<file path="config.mk">
export PLATFORM = sky130hd
export DESIGN_NAME = serial_receiver
export DESIGN_NICKNAME = d
export VERILOG_FILES = /design/src/rtl/serial_receiver.sv
export SDC_FILE = /design/constraint.sdc
export NUM_CORES = 1
export LEC_CHECK = 0
export ABC_AREA = 1
export CORE_MARGIN = 2
export CORE_UTILIZATION = 53
export DETAILED_ROUTE_END_ITERATION = 10
export GPL_TIMING_DRIVEN = 0
export PLACE_DENSITY_LB_ADDON = 0.12
export SLEW_MARGIN = 20
export SYNTH_ARGS = -nofsm -noshare
export SYNTH_HDL_FRONTEND = slang
export SYNTH_SLANG_ARGS = --single-unit
export TNS_END_PERCENT = 100
</file>
<file path="constraint.sdc">
create_clock -name clk -period 2 [get_ports clk]
set_clock_uncertainty 0.2 [all_clocks]
set_input_delay 0.6 -clock clk [delete_from_list [all_inputs] [get_ports clk]]
set_output_delay 0.6 -clock clk [all_outputs]
set_load 0.01 [all_outputs]
</file>
<file path="src/rtl/serial_receiver.sv">
`default_nettype none
`timescale 1ns/1ps
// ============================================================================
// Module      : serial_receiver
// Description : UART-style receiver using serclk rising edges as oversample
//               ticks; single holding register with valid/ack handshake.
//               Optional parity bit enabled by defining SERIAL_RX_PARITY_EN.
// Revision    : 1.0 - initial release
// ============================================================================
module serial_receiver #(
  parameter int OVERSAMPLE = 16,
  parameter int DATA_BITS  = 8
) (
  input  logic                 clk,
  input  logic                 reset_n,
  input  logic                 serclk,
  input  logic                 rxd,
  output logic [DATA_BITS-1:0] data,
  output logic                 data_valid,
  input  logic                 data_ack,
  output logic                 framing_error,
  output logic                 parity_error,
  output logic                 overrun,
  output logic                 busy
);

  localparam int c_TW = $clog2(OVERSAMPLE);
  localparam int c_BW = $clog2(DATA_BITS);

  localparam logic [c_TW-1:0] c_TICK_MID  = c_TW'(OVERSAMPLE / 2 - 1);
  localparam logic [c_TW-1:0] c_TICK_LAST = c_TW'(OVERSAMPLE - 1);
  localparam logic [c_BW-1:0] c_BIT_LAST  = c_BW'(DATA_BITS - 1);

  localparam logic [2:0] c_IDLE   = 3'd0;
  localparam logic [2:0] c_START  = 3'd1;
  localparam logic [2:0] c_DATA   = 3'd2;
  localparam logic [2:0] c_STOP   = 3'd3;
`ifdef SERIAL_RX_PARITY_EN
  localparam logic [2:0] c_PARITY = 3'd4;
`endif

  logic                 r_rxd_m;
  logic                 r_rxd_s;
  logic                 r_serclk_q;
  logic [2:0]           r_state;
  logic [c_TW-1:0]      r_tick_cnt;
  logic [c_BW-1:0]      r_bit_cnt;
  logic [DATA_BITS-1:0] r_shift;

  logic                 w_tick;
  logic                 w_bit_end;
  logic                 w_commit;
  logic [c_TW-1:0]      w_tick_next;

  assign w_tick      = serclk & ~r_serclk_q;
  assign w_tick_next = (r_tick_cnt == c_TICK_LAST) ? '0 : r_tick_cnt + c_TW'(1);
  assign w_bit_end   = w_tick && (r_tick_cnt == c_TICK_LAST);
  assign w_commit    = w_bit_end && (r_state == c_STOP);
  assign busy        = (r_state != c_IDLE);

  always_ff @(posedge clk) begin
    if (!reset_n) begin
      r_rxd_m    <= 1'b1;
      r_rxd_s    <= 1'b1;
      r_serclk_q <= 1'b0;
    end else begin
      r_rxd_m    <= rxd;
      r_rxd_s    <= r_rxd_m;
      r_serclk_q <= serclk;
    end
  end

`ifdef SERIAL_RX_PARITY_EN
  logic r_par_bit;
  logic w_par_err;

  assign w_par_err = (^r_shift) ^ r_par_bit;

  always_ff @(posedge clk) begin
    if (!reset_n) begin
      r_par_bit <= 1'b0;
    end else if (w_bit_end && (r_state == c_PARITY)) begin
      r_par_bit <= r_rxd_s;
    end
  end
`endif

  // Everything below advances only on a tick; between ticks all state holds.
  always_ff @(posedge clk) begin
    if (!reset_n) begin
      r_state    <= c_IDLE;
      r_tick_cnt <= '0;
      r_bit_cnt  <= '0;
      r_shift    <= '0;
    end else if (w_tick) begin
      case (r_state)
        c_IDLE: begin
          if (!r_rxd_s) begin
            r_state    <= c_START;
            r_tick_cnt <= c_TW'(1);
          end
        end
        c_START: begin
          if (r_tick_cnt == c_TICK_MID) begin
            r_tick_cnt <= '0;
            r_bit_cnt  <= '0;
            r_state    <= r_rxd_s ? c_IDLE : c_DATA;
          end else begin
            r_tick_cnt <= w_tick_next;
          end
        end
        c_DATA: begin
          r_tick_cnt <= w_tick_next;
          if (r_tick_cnt == c_TICK_LAST) begin
            r_shift   <= {r_rxd_s, r_shift[DATA_BITS-1:1]};
            r_bit_cnt <= r_bit_cnt + c_BW'(1);
            if (r_bit_cnt == c_BIT_LAST) begin
`ifdef SERIAL_RX_PARITY_EN
              r_state <= c_PARITY;
`else
              r_state <= c_STOP;
`endif
            end
          end
        end
`ifdef SERIAL_RX_PARITY_EN
        c_PARITY: begin
          r_tick_cnt <= w_tick_next;
          if (r_tick_cnt == c_TICK_LAST) begin
            r_state <= c_STOP;
          end
        end
`endif
        c_STOP: begin
          r_tick_cnt <= w_tick_next;
          if (r_tick_cnt == c_TICK_LAST) begin
            r_state <= c_IDLE;
          end
        end
        default: begin
          r_state    <= c_IDLE;
          r_tick_cnt <= '0;
        end
      endcase
    end
  end

  // A commit with a coincident ack replaces the held byte instead of overrunning.
  always_ff @(posedge clk) begin
    if (!reset_n) begin
      data          <= '0;
      data_valid    <= 1'b0;
      framing_error <= 1'b0;
      overrun       <= 1'b0;
    end else if (w_commit) begin
      if (!data_valid || data_ack) begin
        data          <= r_shift;
        data_valid    <= 1'b1;
        framing_error <= ~r_rxd_s;
        overrun       <= 1'b0;
      end else begin
        overrun       <= 1'b1;
      end
    end else if (data_ack && data_valid) begin
      data_valid    <= 1'b0;
      framing_error <= 1'b0;
      overrun       <= 1'b0;
    end
  end

`ifdef SERIAL_RX_PARITY_EN
  always_ff @(posedge clk) begin
    if (!reset_n) begin
      parity_error <= 1'b0;
    end else if (w_commit) begin
      if (!data_valid || data_ack) begin
        parity_error <= w_par_err;
      end
    end else if (data_ack && data_valid) begin
      parity_error <= 1'b0;
    end
  end
`else
  assign parity_error = 1'b0;
`endif

endmodule
`default_nettype wire
</file>
==> results_dict.tcl <==
set metrics [dict create \
    grt_max_degree 11 \
    rows 18 \
    htreeDepth 2 \
    ctsHoldBuffers 0 \
    final_util_pct 68.1 \
    crit_path_end_kind "output pin" \
    yosysSeqAreaShare_pct 43.8 \
    crit_path_max_fanout 8 \
    crit_path_start_kind "flip-flop" \
    place.gp.congestion 0.784 \
    insertedDiodeCount 0 \
    antenna_found_initial 0 \
    finalCritPeriodShare_pct 93.8 \
    max-cap-violations 0 \
    drtAntennaViolNets 0 \
    hold-path-endpoint "r_rxd_s" \
    areaGrowthSynthToFinish_pct 20.1 \
    io_pins 18 \
    peakVddDrop_mv 0.513 \
    post-route-min-period_ns 1.88 \
    ys_types 24 \
    finalHoldViolCount 0 \
    min_from "r_rxd_m" \
    die_area_um2 3100 \
    place_area_um2 1610 \
    layout_commonest_cell "nand2_1" \
    fillers 229 \
    worstMarginPinSlew_ns 0.501 \
    drive_gt1_share_pct 12.4 \
    via_count 1231 \
    cts_tree "done" \
    place.port_buffers 16 \
    grt_setup_unrepaired "false" \
    status "finished clean" \
    clockBufferDepth 2 \
    ys_async_sr_fraction_pct 0 \
    cp.required_ns 1.20 \
    dp.final_hpwl_mm 2.01 \
    wl_per_cell_um 11.2 \
    drc 0 \
    routed_wl_mm 2.77 \
    clk_latency_ns 0.33 \
    critPathKind "reg -> out" \
    grt_overflow 0 \
    syn_area_um2 1420 \
    slew_headroom_pct 66.6 \
    via_per_inst 4.98 \
    worstPathArrival_ns 1.08 \
    grt_pass1_vias 1150 \
    die_w_um 55.7 \
    synth_flop_cell "dfxtp_1" \
    clock.fmax_mhz 533 \
    cts_buffers 5 \
    final-max-slew-violation-count 0 \
    core_area_um2 2500 \
    rr_endpoint "data[3]" \
    cts_root_buf "clkbuf_4" \
    path_clk_slew_ns 0.10 \
    leakage_nw 0.821 \
    drtIter0Drc 25 \
    fin_area_um2 1700 \
    track_usage_pct 19.4 \
    cts.sinks 31 \
    r2r_slack_ns 0.20 \
    r2r-start "r_tick_cnt[0]" \
    final_cell_mix "nand2_1 (32), inv_1 (31), dfxtp_1 (31)" \
    reg2reg_depth 7 \
    yosys_warnings 0 \
    grt_pass1_wl_mm 4.80 \
    synth_edf_count 0 \
    hold_slack_ns 0.223 \
    worst_slack_ns 0.125 \
    initial_core_util_pct 56.7 \
    syn_area_per_cell_um2 7.38 \
    synthCells 192 \
    setup_violations 0 \
    fp.dieH_um 55.7 \
    place_ws_ns -0.269 \
    ys_ff_latch 31 \
    nNetsFinal 224 \
    drt_first_pass_iters 4 \
    whs_path_depth 1 \
    power_density_nw_per_um2 748 \
    hold_path_class "reg -> reg" \
    syn_nets 200 \
]
## synthesized netlist by cell type (2+ instances only)
master	n	area, µm²
or2_2	3	18.8
o21ai_1	2	10.0
o21ai_0	14	70.1
nand3_4	2	35.0
a21oi_1	22	110
o21ai_2	2	17.5
nand2_1	33	124
dfxtp_1	31	621
nand3_1	9	45.0
nand4_1	3	18.8
buf_6	2	22.5
nor2_1	25	93.8
ha_1	3	37.5
inv_1	31	116
## final cells by class
class / count / area (µm²) / area share, %
plain buffers: 6 / 45.0 / 2.65
repair buffers: 17 / 149 / 8.75
well taps: 30 / 37.5 / 2.21
inverters: 31 / 116 / 6.84
clock buffers: 6 / 51.3 / 3.01
flip-flops and latches: 31 / 621 / 36.5
clock inverters: 2 / 35.0 / 2.06
multi-input cells: 124 / 647 / 38.0
## through the flow
step | setup TNS, ns | total power [W] | std cells
after floorplan | 0 | 0.000731 | 192
after detailed placement | -5.13 | 0.000766 | 238
after global placement | -4.37 | 0.000760 | 238
after CTS | -0.0472 | 0.00128 | 246
after global routing | 0 | 0.00133 | 247
final | 0 | 0.00127 | 247
## flip-flops by register name, summed over array words and instances (netlist names)
register / flops
overrun: 1
r_tick_cnt: 4
r_serclk_q: 1
framing_error: 1
r_bit_cnt: 3
data: 8
r_rxd_m: 1
r_shift: 8
r_rxd_s: 1
data_valid: 1
r_state: 2
## how the worst max path moves through the flow
stage / startpoint / end
2_1_floorplan: serclk / framing_error
3_3_place_gp: serclk / data[2]
3_5_place_dp: serclk / data[6]
4_1_cts: r_state[0] / busy
5_1_grt: r_state[0] / busy
6_report: r_state[0] / busy
## kinds of logic (layout without fill, tap and decap cells)
kind of cell	after synthesis	after routing	synth area share (%)
buffers and inverters	37	62	11.2
adder cells (fa/ha/maj)	3	3	2.65
AO/OA/AOI/OAI	41	41	15.3
AND/OR/NAND/NOR	79	79	26.8
flip-flops	31	31	43.8
other	1	1	0.265
## worst max-delay path, stage by stage, from the launching register on
cell,delay [ns]
dfxtp_1,0.31
buf_4,0.16
nor2_4,0.12
inv_1,0.04
clkbuf_2,0.12
## routing by layer
layer	track usage, %	wire length (µm)
met4	7.32	53
met2	32.5	1300
met3	5.58	100
met1	23.5	1320
met5	0	0
## report_power, final
part | total, W | switching [W] | internal (W)
combinational | 0.000117 | 0.0000716 | 0.0000451
clock | 0.000514 | 0.000219 | 0.000295
sequential | 0.000642 | 0.0000120 | 0.000630
## what timing repair did
action / CTS / global route
buffers inserted: 0 / 1
resized for setup: 15 / 3
endpoints found under the hold margin: 0 / 0
endpoints found under the setup margin: 12 / 2
pin swaps: 0 / 1
Power figures use the tool's default switching activity.
